==> src/rtl/sram_controller_pkg.sv <==
// Shared types and constants for the two-phase 16-bit SRAM controller.
package sram_controller_pkg;

  localparam int unsigned SramAddrW = 18;
  localparam int unsigned SramDataW = 16;

  typedef enum logic [1:0] {
    StIdle,
    StLo,
    StHi,
    StDone
  } state_e;

  // SRAM word index: (addr - base)[18:2], wrapping on underflow and truncating above bit 18.
  function automatic logic [SramAddrW-2:0] word_index(input logic [31:0] addr,
                                                      input logic [31:0] base);
    return (SramAddrW - 1)'((addr - base) >> 2);
  endfunction

endpackage

==> src/rtl/sram_controller.sv <==
// MEM-stage controller: one 32-bit LDR/STR becomes two 16-bit asynchronous SRAM phases
// (low half then high half) while ready holds the pipeline.
module sram_controller
  import sram_controller_pkg::*;
#(
  parameter int unsigned PHASE_CYCLES = 2,
  parameter logic [31:0] BASE_ADDR    = 32'd1024
) (
  input  logic                 clk,
  input  logic                 rst,
  input  logic                 rd_en,
  input  logic                 wr_en,
  input  logic [31:0]          address,
  input  logic [31:0]          write_data,
  output logic [31:0]          read_data,
  output logic                 ready,
  output logic [SramAddrW-1:0] sram_addr,
  output logic [SramDataW-1:0] sram_dq_out,
  output logic                 sram_dq_oe,
  input  logic [SramDataW-1:0] sram_dq_in,
  output logic                 sram_we_n,
  output logic                 sram_oe_n
);

  localparam int unsigned      CntW    = (PHASE_CYCLES > 1) ? $clog2(PHASE_CYCLES) : 1;
  localparam logic [CntW-1:0]  CntLast = CntW'(PHASE_CYCLES - 1);

  state_e                 state_q, state_d;
  logic [CntW-1:0]        cnt_q, cnt_d;
  logic                   is_wr_q, is_wr_d;
  logic [SramAddrW-2:0]   word_q, word_d;
  logic [31:0]            wdata_q, wdata_d;
  logic [31:0]            read_data_q, read_data_d;
  logic [SramAddrW-1:0]   sram_addr_q, sram_addr_d;
  logic [SramDataW-1:0]   dq_out_q, dq_out_d;
  logic                   dq_oe_q, dq_oe_d;
  logic                   we_n_q, we_n_d;
  logic                   oe_n_q, oe_n_d;
  logic                   cnt_last;
  logic                   in_phase_d;

  // Next-state, capture of the request, and the pad values for the upcoming cycle.
  always_comb begin
    state_d     = state_q;
    cnt_d       = cnt_q;
    is_wr_d     = is_wr_q;
    word_d      = word_q;
    wdata_d     = wdata_q;
    read_data_d = read_data_q;
    sram_addr_d = sram_addr_q;
    dq_out_d    = dq_out_q;
    dq_oe_d     = 1'b0;
    we_n_d      = 1'b1;
    oe_n_d      = 1'b1;
    cnt_last    = (cnt_q == CntLast);

    unique case (state_q)
      StIdle: begin
        if (wr_en || rd_en) begin
          state_d = StLo;
          cnt_d   = '0;
          is_wr_d = wr_en;  // write wins when both are requested
          word_d  = word_index(address, BASE_ADDR);
          wdata_d = write_data;
        end
      end
      StLo: begin
        if (cnt_last) begin
          state_d = StHi;
          cnt_d   = '0;
          if (!is_wr_q) read_data_d[15:0] = sram_dq_in;
        end else begin
          cnt_d = cnt_q + CntW'(1);
        end
      end
      StHi: begin
        if (cnt_last) begin
          state_d = StDone;
          cnt_d   = '0;
          if (!is_wr_q) read_data_d[31:16] = sram_dq_in;
        end else begin
          cnt_d = cnt_q + CntW'(1);
        end
      end
      StDone: state_d = StIdle;
      default: state_d = StIdle;
    endcase

    // Pad outputs are registered, so they are derived from the state being entered.
    in_phase_d = (state_d == StLo) || (state_d == StHi);
    if (in_phase_d) begin
      sram_addr_d = {word_d, state_d == StHi};
      if (is_wr_d) begin
        dq_oe_d  = 1'b1;
        dq_out_d = (state_d == StHi) ? wdata_d[31:16] : wdata_d[15:0];
        // Strobe released on the last phase cycle so address/data are stable at its rising edge.
        we_n_d   = (cnt_d == CntLast);
      end else begin
        oe_n_d = 1'b0;
      end
    end
  end

  // State and registered outputs, with synchronous reset.
  always_ff @(posedge clk) begin
    if (rst) begin
      state_q     <= StIdle;
      cnt_q       <= '0;
      is_wr_q     <= 1'b0;
      word_q      <= '0;
      wdata_q     <= '0;
      read_data_q <= '0;
      sram_addr_q <= '0;
      dq_out_q    <= '0;
      dq_oe_q     <= 1'b0;
      we_n_q      <= 1'b1;
      oe_n_q      <= 1'b1;
    end else begin
      state_q     <= state_d;
      cnt_q       <= cnt_d;
      is_wr_q     <= is_wr_d;
      word_q      <= word_d;
      wdata_q     <= wdata_d;
      read_data_q <= read_data_d;
      sram_addr_q <= sram_addr_d;
      dq_out_q    <= dq_out_d;
      dq_oe_q     <= dq_oe_d;
      we_n_q      <= we_n_d;
      oe_n_q      <= oe_n_d;
    end
  end

  // Stall whenever a request is pending in IDLE or an access is in flight.
  always_comb begin
    ready = ((state_q == StIdle) && !(rd_en || wr_en)) || (state_q == StDone);
  end

  assign read_data   = read_data_q;
  assign sram_addr   = sram_addr_q;
  assign sram_dq_out = dq_out_q;
  assign sram_dq_oe  = dq_oe_q;
  assign sram_we_n   = we_n_q;
  assign sram_oe_n   = oe_n_q;

endmodule
==> config.mk <==
export PLATFORM = sky130hd
export DESIGN_NAME = sram_controller
export DESIGN_NICKNAME = d
export VERILOG_FILES = /design/src/rtl/sram_controller_pkg.sv /design/src/rtl/sram_controller.sv
export SDC_FILE = /design/constraint.sdc
export NUM_CORES = 1
export LEC_CHECK = 0
export ABC_AREA = 1
export BUFFER_PORTS_ARGS = -buffer_cell sky130_fd_sc_hd__buf_2
export CAP_MARGIN = 20
export CELL_PAD_IN_SITES_DETAIL_PLACEMENT = 1
export CELL_PAD_IN_SITES_GLOBAL_PLACEMENT = 1
export CORE_MARGIN = 2
export CORE_UTILIZATION = 39
export DETAILED_ROUTE_END_ITERATION = 6
export PLACE_DENSITY_LB_ADDON = 0.1
export REMOVE_ABC_BUFFERS = 1
export SLEW_MARGIN = 20
export SYNTH_ARGS = -nofsm -noshare
export SYNTH_HDL_FRONTEND = slang
export SYNTH_SLANG_ARGS = --single-unit
==> constraint.sdc <==
create_clock -name clk -period 4 [get_ports clk]
set_input_delay 0.8 -clock clk [delete_from_list [all_inputs] [get_ports clk]]
set_output_delay 0.8 -clock clk [all_outputs]
set_load 0.01 [all_outputs]
==> impl_summary.txt, run 1 <==
----------------------------------------------------
[Run status]
  Run status ... finished, final reports clean

[Yosys]
  Fraction of registers with async set/reset ... 0
  Synth warn ... 0
  Most area-consuming cells after synthesis ... sky130_fd_sc_hd__dfxtp_1, sky130_fd_sc_hd__inv_1, sky130_fd_sc_hd__nand2_1
  Mean cell area of the mapped netlist ... around 7.3 µm²
  Largest area contributor in the synthesized netlist ... sky130_fd_sc_hd__dfxtp_1
  Number of flops mapped to enable cells by yosys ... 0
  Top cell type's share of synthesized area ... 0.474
  Top FF cell, synth ... sky130_fd_sc_hd__dfxtp_1
  Number of instances in the synthesized netlist ... 711
  Top post-synthesis cells by count ... sky130_fd_sc_hd__dfxtp_1, sky130_fd_sc_hd__inv_1, sky130_fd_sc_hd__nand2_1
  Yosys reg bits ... between 100 and 150
  Distinct cell type count after synthesis ... 25
  Mapped Area ... about 5200 µm²
  Portion of the post-synthesis area used by sequential elements ... 0.474

[Global route]
  Antenna violations before repair ... 0
  Via count of the first global-routing pass ... between 5000 and 6000
  Wire length of the first global-routing pass ... 23.4 mm
  GRT Overall Usage ... 0.205
  Maximum number of pins on one net before global-route repair ... 81
  Grt ovf ... 0

[STA]
  Post-layout min period ... 2600 ps
  Max Clk Rate ... 385 MHz
  Setup tns final ... 0 ps
  Final setup fails ... 0
  Slew at the pin closest to its max-slew limit ... 790 ps
  Period utilization ... 0.650
  Clock skew after layout ... around 5.4 ps
  Slew headroom ... 0.473
  Max-slew violation total from the final report ... 0
  Unrepaired setup endpoints after global routing ... no
  Hold Slack ... around 440 ps
  Hold violation count in the final report ... 0

[Floorplan]
  Die height ... ~120 µm
  Row count ... 42
  Initial core utilization ... 0.394
  Die Width ... 119 µm
  Placeable Area ... 13100 µm²
  Die footprint ... about 14000 µm²
  Top Ports ... about 150

[Clocking]
  Number of buffers created by CTS ... 17
  Number of buffers added to fix hold violations after cts ... 0
  Clock Sinks ... ~120
  Post-CTS setup-driven buffer insertion count ... 0
  Total number of H-tree levels ... 4
  Number of buffers on the longest clock path ... 2
  Clock-pin slew of the registers on the worst-case setup and hold paths ... around 50 ps
  TritonCTS clock tree ... yes
  Root Buffer ... sky130_fd_sc_hd__clkbuf_16
  Number of instances resized during post-cts repair ... 0
  Clk_lat worst skew ... 410 ps

[Routing]
  Post-DR vias/cell ... between 4 and 5
  Drt wl/cell ... ~13 µm
  Count of unresolved DRC violations after routing ... 0
  Number of DRC markers after the initial detailed-route iteration ... roughly 180
  Total vias in the final route ... between 4000 and 5000
  Aggregate routed wire length ... 13.7 mm
  Number of nets still failing antenna checks after routing ... 0
  Number of search-and-repair iterations in the first detailed-routing pass ... 5

[Setup path]
  Cell type of the slowest stage on the worst timing path ... sky130_fd_sc_hd__inv_2
  Cell seen most often among critical-path stages ... sky130_fd_sc_hd__inv_1
  List of cells traversed by the critical path ... inv_1 -> ha_1 -> inv_1 -> nor2_1 -> o31ai_1 -> ha_1 -> inv_2 -> nand2_1 -> inv_2 -> nand3_1 -> nand2_1 -> inv_1
  Arrival time reported for the critical path endpoint ... 2910 ps
  Launching element type of the critical path ... register
  Sum of buffers and inverters on the critical path ... 5
  Crit-path leading delay family ... buffers and inverters
  Nature of the critical path endpoint ... register
  Largest incremental delay on the critical path ... around 500 ps
  Required time of the worst setup path ... 4310 ps
  Maximum fanout encountered on the critical timing path ... 32
  Worst setup path category ... register to register

[Final layout]
  Final design utilization ... 0.499
  Final #Nets ... 924
  Number of fill cells ... 1710
  Area Growth Syn to Fin ... 26.5%
  Diode insertion count for antenna repair ... 0
  Fraction of final layout cells sized beyond drive strength 1 ... 0.214
  Non-Filler Instances ... about 1000

[Placement]
  # placed instances ... 989
  Total half-perimeter wirelength after legalization and detailed placement ... a little over 9 mm
  Routability congestion estimate ... 0.785
  Count of input and output buffers ... around 140

[Power]
  PD cells ... between 800 and 900 nW/µm²
  Post-layout total power ... 0.00561 W
  Leakage Power ... between 3 and 4 nW
  IR drop worst, VDD ... 495 µV

[Flow run]
  Maxcap violations ... 0

[Worst hold path]
  Worst hold path class ... register to register

----------------------------------------------------
worst reg2reg max path, stage by stage (launching register included):
cell	delay, ps
sky130_fd_sc_hd__dfxtp_1	400
sky130_fd_sc_hd__inv_1	120
sky130_fd_sc_hd__ha_1	230
sky130_fd_sc_hd__inv_1	70
sky130_fd_sc_hd__nor2_1	40
sky130_fd_sc_hd__o31ai_1	330
sky130_fd_sc_hd__ha_1	340
sky130_fd_sc_hd__inv_2	70
sky130_fd_sc_hd__nand2_1	70
sky130_fd_sc_hd__inv_2	510
sky130_fd_sc_hd__nand3_1	190
sky130_fd_sc_hd__nand2_1	110
sky130_fd_sc_hd__inv_1	40
stage by stage:
step / worst slack, ps / cell area [µm²]
after floorplan: 1100 / 4950
after global placement: 1190 / 5900
after detailed placement: 1130 / 5900
after CTS: 1340 / 6510
after global routing: 1030 / 6520
final: 1400 / 6520
layout make-up:
class                   instances  area (µm²)  share of cell area
clock buffers                  19         433              0.0664
well taps                     176         220              0.0338
flip-flops and latches        122        2440               0.374
repair buffers                143         728               0.112
clock inverters                13         176              0.0270
multi-input cells             421        2050               0.314
inverters                     127         477              0.0731
routing by layer:
metal / up-vias / track usage / part of all wire
li1: 2474 / - / -
met1: 2319 / 0.243 / 0.43
met2: 94 / 0.355 / 0.51
met3: 21 / 0.0455 / 0.039
met4: 0 / 0.0863 / 0.020
met5: - / 0 / 0
cell usage in the layout (no fill, tap or decap), types with 2 or more instances in the layout:
master	count
sky130_fd_sc_hd__buf_2	138
sky130_fd_sc_hd__inv_1	122
sky130_fd_sc_hd__dfxtp_1	122
sky130_fd_sc_hd__nand2_1	106
sky130_fd_sc_hd__nor2_1	102
sky130_fd_sc_hd__o21ai_0	79
sky130_fd_sc_hd__a21oi_1	42
sky130_fd_sc_hd__o211ai_1	40
sky130_fd_sc_hd__nand3_1	29
sky130_fd_sc_hd__clkbuf_16	17
sky130_fd_sc_hd__ha_1	8
sky130_fd_sc_hd__clkinv_2	5
sky130_fd_sc_hd__buf_4	5
sky130_fd_sc_hd__bufinv_16	4
sky130_fd_sc_hd__inv_2	3
sky130_fd_sc_hd__o21ai_1	3
sky130_fd_sc_hd__clkinvlp_4	3
sky130_fd_sc_hd__nand3_2	2
sky130_fd_sc_hd__clkinv_1	2
sky130_fd_sc_hd__or2_2	2
sky130_fd_sc_hd__o21a_1	2
sky130_fd_sc_hd__clkbuf_1	2
worst paths after layout:
path                               startpoint               to  slack (ps)  cells past startpoint
worst max-delay path               state_q[1]  sram_dq_out[15]        1400                     12
worst min-delay path            read_data[23]    read_data[23]         440                      2
worst max register to register     state_q[1]  sram_dq_out[15]        1400                     12
worst min register to register  read_data[23]    read_data[23]         440                      2
power by group:
group          internal (W)  switching (W)  leakage (nW)  total [W]
Sequential          0.00156       0.000148          1.00    0.00171
Combinational      0.000776        0.00156          2.01    0.00233
Clock               0.00104       0.000540         0.292    0.00158
Total               0.00337        0.00224          3.31    0.00561
logic make-up (layout without fill, tap and decap cells):
group           Yosys count  count (layout)  synth area share
compound gates          168             168             0.184
xor+xnor                  1               1           0.00170
mux                       1               1           0.00194
fa+ha+maj                 8               8            0.0194
flops                   122             122             0.474
buf+inv                 168             302             0.132
simple gates            243             243             0.187
flip-flops by register name (all words and copies together) (netlist names):
name / count
read_data: 32
wdata_q: 32
sram_addr: 18
word_q: 17
sram_dq_out: 16
state_q: 2
cnt_last: 1
is_wr_q: 1
sram_dq_oe: 1
sram_oe_n: 1
sram_we_n: 1
(Power assumes the default switching activity.)
==> run 2, diff against run 1 <==
--- a/config.mk
+++ b/config.mk
@@ -11,7 +11,7 @@
 export CELL_PAD_IN_SITES_DETAIL_PLACEMENT = 1
 export CELL_PAD_IN_SITES_GLOBAL_PLACEMENT = 1
 export CORE_MARGIN = 2
-export CORE_UTILIZATION = 39
+export CORE_UTILIZATION = 33
 export DETAILED_ROUTE_END_ITERATION = 6
 export PLACE_DENSITY_LB_ADDON = 0.1
 export REMOVE_ABC_BUFFERS = 1
==> constraint.sdc (replaced) <==
create_clock -name clk -period 2.2 [get_ports clk]
set_input_delay 0.44 -clock clk [delete_from_list [all_inputs] [get_ports clk]]
set_output_delay 0.44 -clock clk [all_outputs]
set_load 0.01 [all_outputs]
==> impl_summary.txt, run 2 (synthesized netlist as in run 1, its figures left out) <==
----------------------------------------------------
[Run status]
  Run status ... finished, final reports clean (unchanged)

[Clocking]
  Root Buffer ... sky130_fd_sc_hd__clkbuf_16 (unchanged)
  Number of buffers created by CTS ... 17 (unchanged)
  Clock-pin slew of the registers on the worst-case setup and hold paths ... 60 ps (was 50 ps)
  TritonCTS clock tree ... yes (unchanged)
  Clock Sinks ... 122 (unchanged)
  Total number of H-tree levels ... 4 (unchanged)
  Clk_lat worst skew ... 420 ps (was 410 ps)
  Number of buffers on the longest clock path ... 2 (unchanged)
  Number of buffers added to fix hold violations after cts ... 0 (unchanged)

[Setup path]
  Startpoint of the most critical register-to-register path ... state_q[1] (unchanged)
  Arrival time reported for the critical path endpoint ... 2370 ps (was 2910 ps)
  Largest incremental delay on the critical path ... 370 ps (was 500 ps)
  Number of cells on the worst reg-to-reg path ... 13 (was 12)
  Maximum fanout encountered on the critical timing path ... 12 (was 32)
  List of cells traversed by the critical path ... inv_2 -> ha_2 -> inv_1 -> nor2_1 -> o31ai_2 -> ha_1 -> inv_2 -> nand2_4 -> clkinv_4 -> clkbuf_16 -> nand3_1 -> nand2_1 -> inv_1 (was inv_1 -> ha_1 -> inv_1 -> nor2_1 -> o31ai_1 -> ha_1 -> inv_2 -> nand2_1 -> inv_2 -> nand3_1 -> nand2_1 -> inv_1)
  Launching element type of the critical path ... register (unchanged)
  Required time of the worst setup path ... 2510 ps (was 4310 ps)
  Reg-to-reg setup timing slack ... 150 ps (was 1400 ps)
  Worst setup path category ... register to register (unchanged)
  R2r endpoint ... sram_dq_out[2] (was sram_dq_out[15])
  Sum of buffers and inverters on the critical path ... 6 (was 5)
  Crit-path leading delay family ... buffers and inverters (unchanged)
  Cell type of the slowest stage on the worst timing path ... sky130_fd_sc_hd__dfxtp_4 (was sky130_fd_sc_hd__inv_2)
  Nature of the critical path endpoint ... register (unchanged)

[Final layout]
  Final std cell area, no fill ... 6820 µm² (was 6520 µm²)
  Leading cell types in the layout, fill and taps excluded ... sky130_fd_sc_hd__buf_2, sky130_fd_sc_hd__inv_1, sky130_fd_sc_hd__dfxtp_1, sky130_fd_sc_hd__nand2_1, sky130_fd_sc_hd__nor2_1 (unchanged)
  Final #Nets ... 936 (was 924)
  Area Growth Syn to Fin ... 32.2% (was 26.5%)
  Most common cell after layout, fill and taps aside ... sky130_fd_sc_hd__buf_2 (unchanged)
  Fraction of final layout cells sized beyond drive strength 1 ... 0.236 (was 0.214)
  Final design utilization ... 0.447 (was 0.499)
  Diode insertion count for antenna repair ... 0 (unchanged)
  Non-Filler Instances ... 1068 (was 1021)

[Floorplan]
  Placeable Area ... 15300 µm² (was 13100 µm²)
  Die Width ... 129 µm (was 119 µm)
  Row count ... 45 (was 42)
  Die height ... 129 µm (was 119 µm)
  Die footprint ... 16600 µm² (was 14200 µm²)
  Initial core utilization ... 0.338 (was 0.394)
  Top Ports ... 154 (unchanged)

[Power]
  PD cells ... 1630 nW/µm² (was 860 nW/µm²)
  IR drop worst, VDD ... 813 µV (was 495 µV)
  Leakage Power ... 3.42 nW (was 3.31 nW)

[Routing]
  Number of DRC markers after the initial detailed-route iteration ... 197 (was 177)
  Drt wl/cell ... 13.2 µm (was 13.4 µm)
  Number of search-and-repair iterations in the first detailed-routing pass ... 4 (was 5)
  Post-DR vias/cell ... 4.59 (was 4.81)
  Total vias in the final route ... 4904 (was 4908)
  Aggregate routed wire length ... 14.1 mm (was 13.7 mm)
  Number of nets still failing antenna checks after routing ... 0 (unchanged)
  Count of unresolved DRC violations after routing ... 0 (unchanged)

[STA]
  Clock skew after layout ... 13.4 ps (was 5.42 ps)
  Unrepaired setup endpoints after global routing ... no (unchanged)
  Hold Slack ... 320 ps (was 441 ps)
  Slew headroom ... 0.775 (was 0.473)
  Final setup fails ... 0 (unchanged)
  Slew at the pin closest to its max-slew limit ... 336 ps (was 790 ps)
  Hold violation count in the final report ... 0 (unchanged)
  Period utilization ... 0.933 (was 0.650)
  Post-layout min period ... 2050 ps (was 2600 ps)
  Max Clk Rate ... 487 MHz (was 385 MHz)
  Final worst setup slack ... 147 ps (was 1400 ps)
  Max-slew violation total from the final report ... 0 (unchanged)

[Placement]
  Cell area after placement ... 6070 µm² (was 5900 µm²)
  Pre-CTS setup slack ... -103 ps (was 1130 ps)
  # placed instances ... 1032 (was 989)
  Routability congestion estimate ... 0.767 (was 0.785)
  Count of input and output buffers ... 138 (unchanged)
  Total half-perimeter wirelength after legalization and detailed placement ... 9.48 mm (was 9.11 mm)

[Worst hold path]
  End point of the worst hold path ... read_data[9] (was read_data[23])
  Worst hold path class ... input pin to register (was register to register)
  Number of cells traversed by the worst hold path ... 3 (was 2)
  Beginning of the worst hold path ... sram_dq_in[9] (was read_data[23])

[Global route]
  Wire length of the first global-routing pass ... 23.1 mm (was 23.4 mm)
  Antenna violations before repair ... 0 (unchanged)
  Grt ovf ... 0 (unchanged)
  Via count of the first global-routing pass ... 4978 (was 5008)
  Maximum number of pins on one net before global-route repair ... 75 (was 81)
  GRT Overall Usage ... 0.176 (was 0.205)

[Flow run]
  Maxcap violations ... 0 (unchanged)

----------------------------------------------------
[run 2: through the flow]
step	setup TNS [ps]	power, W
final	0	0.0111
after global placement	0	0.00758
after floorplan	-11780	0.00600
after CTS	0	0.0109
after detailed placement	-1650	0.00777
after global routing	0	0.0121
[run 2: repair_timing]
item	CTS	global route
pin swaps	1	2
setup endpoints to repair	27	27
setup buffers	1	1
resized for setup	7	13
cloned	0	2
[run 2: layer usage]
layer	GRT usage	share of wire	vias up	routed length (µm)
li1	-	-	2509	-
met2	0.310	0.50	90	7030
met3	0.0449	0.042	20	593
met1	0.206	0.44	2285	6270
met5	0	0	-	0
met4	0.0646	0.018	0	252
[run 2: area by class of cell]
cell class	count	area [µm²]
clock buffer	18	429
multi-input combinational	421	2070
fill	1939	8440
clock inverter	14	198
tap	211	264
timing repair buffer	155	923
inverter	127	484
sequential	122	2450
[run 2: worst max-delay path by stage]
| stage | from | to | slack (ps) | depth (start not counted) |
|---|---|---|---|---|
| 5_1_grt | state_q[0] | sram_dq_out[12] | 10 | 15 |
| 4_1_cts | state_q[1] | sram_dq_out[1] | 30 | 13 |
| 2_1_floorplan | state_q[0] | sram_addr[8] | -530 | 11 |
| 6_report | state_q[1] | sram_dq_out[2] | 150 | 13 |
| 3_3_place_gp | state_q[1] | sram_dq_out[6] | 10 | 13 |
| 3_5_place_dp | state_q[1] | sram_dq_out[1] | -100 | 13 |
[run 2: report_power, final]
| group | internal (W) | leakage, nW | switching (W) |
|---|---|---|---|
| sequential | 0.00284 | 1.01 | 0.000269 |
| clock | 0.00190 | 0.300 | 0.00105 |
| combinational | 0.00201 | 2.11 | 0.00304 |
[run 2: worst min-delay path, stage by stage]
cell and delay [ps]:
sky130_fd_sc_hd__buf_2 80, sky130_fd_sc_hd__o21ai_0 70, sky130_fd_sc_hd__a21oi_1 100
==> run 3, diff against run 2 <==
--- a/config.mk
+++ b/config.mk
@@ -6,7 +6,7 @@
 export NUM_CORES = 1
 export LEC_CHECK = 0
 export ABC_AREA = 1
-export BUFFER_PORTS_ARGS = -buffer_cell sky130_fd_sc_hd__buf_2
+export BUFFER_PORTS_ARGS = -buffer_cell sky130_fd_sc_hd__buf_4
 export CAP_MARGIN = 20
 export CELL_PAD_IN_SITES_DETAIL_PLACEMENT = 1
 export CELL_PAD_IN_SITES_GLOBAL_PLACEMENT = 1
@@ -14,6 +14,7 @@
 export CORE_UTILIZATION = 33
 export DETAILED_ROUTE_END_ITERATION = 6
 export PLACE_DENSITY_LB_ADDON = 0.1
+export RECOVER_POWER = 100
 export REMOVE_ABC_BUFFERS = 1
 export SLEW_MARGIN = 20
 export SYNTH_ARGS = -nofsm -noshare
==> impl_summary.txt, run 3 (synthesized netlist as in run 1, its figures left out) <==
----------------------------------------------------
[STA]
  Period utilization ... 0.932 (was 0.933)
  Hold violation count in the final report ... 0 (unchanged)
  Clock skew after layout ... 9.75 ps (was 13.4 ps)
  Slew at the pin closest to its max-slew limit ... 616 ps (was 336 ps)
  Final setup fails ... 0 (unchanged)
  Max Clk Rate ... 488 MHz (was 487 MHz)
  Max-slew violation total from the final report ... 0 (unchanged)
  Post-layout min period ... 2050 ps (about the same)
  Slew headroom ... 0.590 (was 0.775)

[Setup path]
  Worst setup path category ... register to register (unchanged)
  Sum of buffers and inverters on the critical path ... 6 (unchanged)
  Reg-to-reg setup timing slack ... 150 ps (about the same)
  Nature of the critical path endpoint ... register (unchanged)
  Largest incremental delay on the critical path ... 360 ps (was 370 ps)
  Arrival time reported for the critical path endpoint ... 2360 ps (was 2370 ps)
  List of cells traversed by the critical path ... inv_2 -> ha_4 -> inv_1 -> o21ai_1 -> o31ai_2 -> ha_1 -> inv_2 -> nand2_2 -> clkinv_4 -> clkbuf_16 -> nor2_1 -> nor2_1 -> nand2_1 -> inv_1 (was inv_2 -> ha_2 -> inv_1 -> nor2_1 -> o31ai_2 -> ha_1 -> inv_2 -> nand2_4 -> clkinv_4 -> clkbuf_16 -> nand3_1 -> nand2_1 -> inv_1)
  Launching element type of the critical path ... register (unchanged)
  Required time of the worst setup path ... 2510 ps (about the same)
  Maximum fanout encountered on the critical timing path ... 9 (was 12)
  Crit-path leading delay family ... buffers and inverters (unchanged)
  Cell type of the slowest stage on the worst timing path ... sky130_fd_sc_hd__dfxtp_4 (unchanged)

[Floorplan]
  Die height ... 129 µm (unchanged)
  Die Width ... 129 µm (unchanged)
  Top Ports ... 154 (unchanged)
  Die footprint ... 16600 µm² (unchanged)
  Initial core utilization ... 0.338 (unchanged)
  Row count ... 45 (unchanged)
  Placeable Area ... 15300 µm² (unchanged)

[Power]
  Net Sw Frac ... 0.394 (was 0.392)
  PD cells ... 1600 nW/µm² (was 1630 nW/µm²)
  Portion of total power attributed to sequential cells ... 0.283 (was 0.280)
  Clock network power share ... 0.271 (was 0.265)
  Comb pwr share ... 0.446 (was 0.454)
  Int Pwr ... 0.00667 W (was 0.00675 W)
  Leakage Power ... 3.18 nW (was 3.42 nW)
  Switching power ... 0.00433 W (was 0.00435 W)
  IR drop worst, VDD ... 765 µV (was 813 µV)

[Worst hold path]
  Worst hold path class ... input pin to register (unchanged)

[Clocking]
  Clock Sinks ... 122 (unchanged)
  Number of buffers created by CTS ... 17 (unchanged)
  Number of buffers on the longest clock path ... 2 (unchanged)
  Total number of H-tree levels ... 4 (unchanged)
  Clock-pin slew of the registers on the worst-case setup and hold paths ... 60 ps (about the same)
  Number of buffers added to fix hold violations after cts ... 0 (unchanged)
  TritonCTS clock tree ... yes (unchanged)
  Clk_lat worst skew ... 420 ps (about the same)
  Root Buffer ... sky130_fd_sc_hd__clkbuf_16 (unchanged)

[Global route]
  Antenna violations before repair ... 0 (unchanged)
  Via count of the first global-routing pass ... 5013 (was 4978)
  Wire length of the first global-routing pass ... 23.9 mm (was 23.1 mm)
  Grt ovf ... 0 (unchanged)
  Maximum number of pins on one net before global-route repair ... 75 (unchanged)
  GRT Overall Usage ... 0.183 (was 0.176)

[Routing]
  Post-DR vias/cell ... 4.65 (was 4.59)
  Count of unresolved DRC violations after routing ... 0 (unchanged)
  Total vias in the final route ... 4966 (was 4904)
  Aggregate routed wire length ... 14.6 mm (was 14.1 mm)
  Drt wl/cell ... 13.7 µm (was 13.2 µm)
  Number of DRC markers after the initial detailed-route iteration ... 194 (was 197)
  Number of nets still failing antenna checks after routing ... 0 (unchanged)
  Number of search-and-repair iterations in the first detailed-routing pass ... 4 (unchanged)

[Run status]
  Run status ... finished, final reports clean (unchanged)

[Placement]
  Count of input and output buffers ... 138 (unchanged)
  Total half-perimeter wirelength after legalization and detailed placement ... 9.74 mm (was 9.48 mm)
  # placed instances ... 1034 (was 1032)
  Routability congestion estimate ... 0.780 (was 0.767)

[Final layout]
  Total area of multi-input combinational cells ... 2060 µm² (was 2070 µm²)
  Number of fill cells ... 1880 (was 1939)
  Diode insertion count for antenna repair ... 0 (unchanged)
  Fraction of final layout cells sized beyond drive strength 1 ... 0.156 (was 0.236)
  Footprint of the flip-flops and latches ... 2450 µm² (about the same)
  Non-Filler Instances ... 1069 (was 1068)
  Area Growth Syn to Fin ... 33.6% (was 32.2%)
  Leading cell types in the layout, fill and taps excluded ... sky130_fd_sc_hd__inv_1, sky130_fd_sc_hd__dfxtp_1, sky130_fd_sc_hd__nand2_1, sky130_fd_sc_hd__nor2_1, sky130_fd_sc_hd__o21ai_0 (was sky130_fd_sc_hd__buf_2, sky130_fd_sc_hd__inv_1, sky130_fd_sc_hd__dfxtp_1, sky130_fd_sc_hd__nand2_1, sky130_fd_sc_hd__nor2_1)
  Final #Nets ... 937 (was 936)
  Final design utilization ... 0.451 (was 0.447)

[Flow run]
  Maxcap violations ... 0 (unchanged)

----------------------------------------------------
## run 3: per-layer routing
metal / GRT usage / wire [µm] / vias to the layer above
li1: - / - / 2508
met1: 0.217 / 6350 / 2337
met2: 0.312 / 7400 / 105
met3: 0.0586 / 626 / 16
met4: 0.0627 / 221 / 0
met5: 0 / 0 / -
## run 3: path summary, 6_finish.rpt
kind,start,to,cells after the start
setup / recovery,state_q[0],sram_dq_out[2],14
hold / removal,sram_dq_in[4],read_data[4],3
setup reg to reg,state_q[0],sram_dq_out[2],14
hold reg to reg,read_data[13],read_data[13],2
## run 3: metrics by stage
stage               TNS, ps  setup slack, ps  area [µm²]  total power [W]  hold WS (ps)
floorplan            -11780             -527        4950          0.00600           446
global placement          0             39.3        6430          0.00781           431
detailed placement     -209            -37.4        6430          0.00802           442
CTS                       0             25.0        7080           0.0111           299
global route          -10.7            -10.7        6890           0.0120           310
finish                    0              149        6890           0.0110           312
## run 3: layout make-up
cell class / count / share of cell area
Clock buffer: 18 / 0.0637
Clock inverter: 14 / 0.0287
Inverter: 127 / 0.0705
Multi-Input combinational cell: 421 / 0.299
Sequential cell: 122 / 0.355
Tap cell: 211 / 0.0383
Timing Repair Buffer: 156 / 0.144
## run 3: worst register-to-register path, cell delays in order, from the launching register on
cell and delay, ps:
sky130_fd_sc_hd__dfxtp_4 360, sky130_fd_sc_hd__inv_2 110, sky130_fd_sc_hd__ha_4 160, sky130_fd_sc_hd__inv_1 60, sky130_fd_sc_hd__o21ai_1 160, sky130_fd_sc_hd__o31ai_2 100, sky130_fd_sc_hd__ha_1 320, sky130_fd_sc_hd__inv_2 60
sky130_fd_sc_hd__nand2_2 100, sky130_fd_sc_hd__clkinv_4 100, sky130_fd_sc_hd__clkbuf_16 180, sky130_fd_sc_hd__nor2_1 100, sky130_fd_sc_hd__nor2_1 50, sky130_fd_sc_hd__nand2_1 70, sky130_fd_sc_hd__inv_1 40
## run 3: timing repair
item	in CTS	in global routing
setup buffers	0	2
pin swaps	0	3
endpoints found under the setup margin	16	29
gates resized for setup	5	11
gates cloned	0	1
## run 3: power by group through the flow
stage,Sequential [W],Combinational (W),Clock (W)
detailed placement,0.00315,0.00487,0
global route,0.00319,0.00563,0.00316
floorplan,0.00323,0.00277,0
global placement,0.00312,0.00469,0
finish,0.00312,0.00490,0.00298
CTS,0.00311,0.00495,0.00304
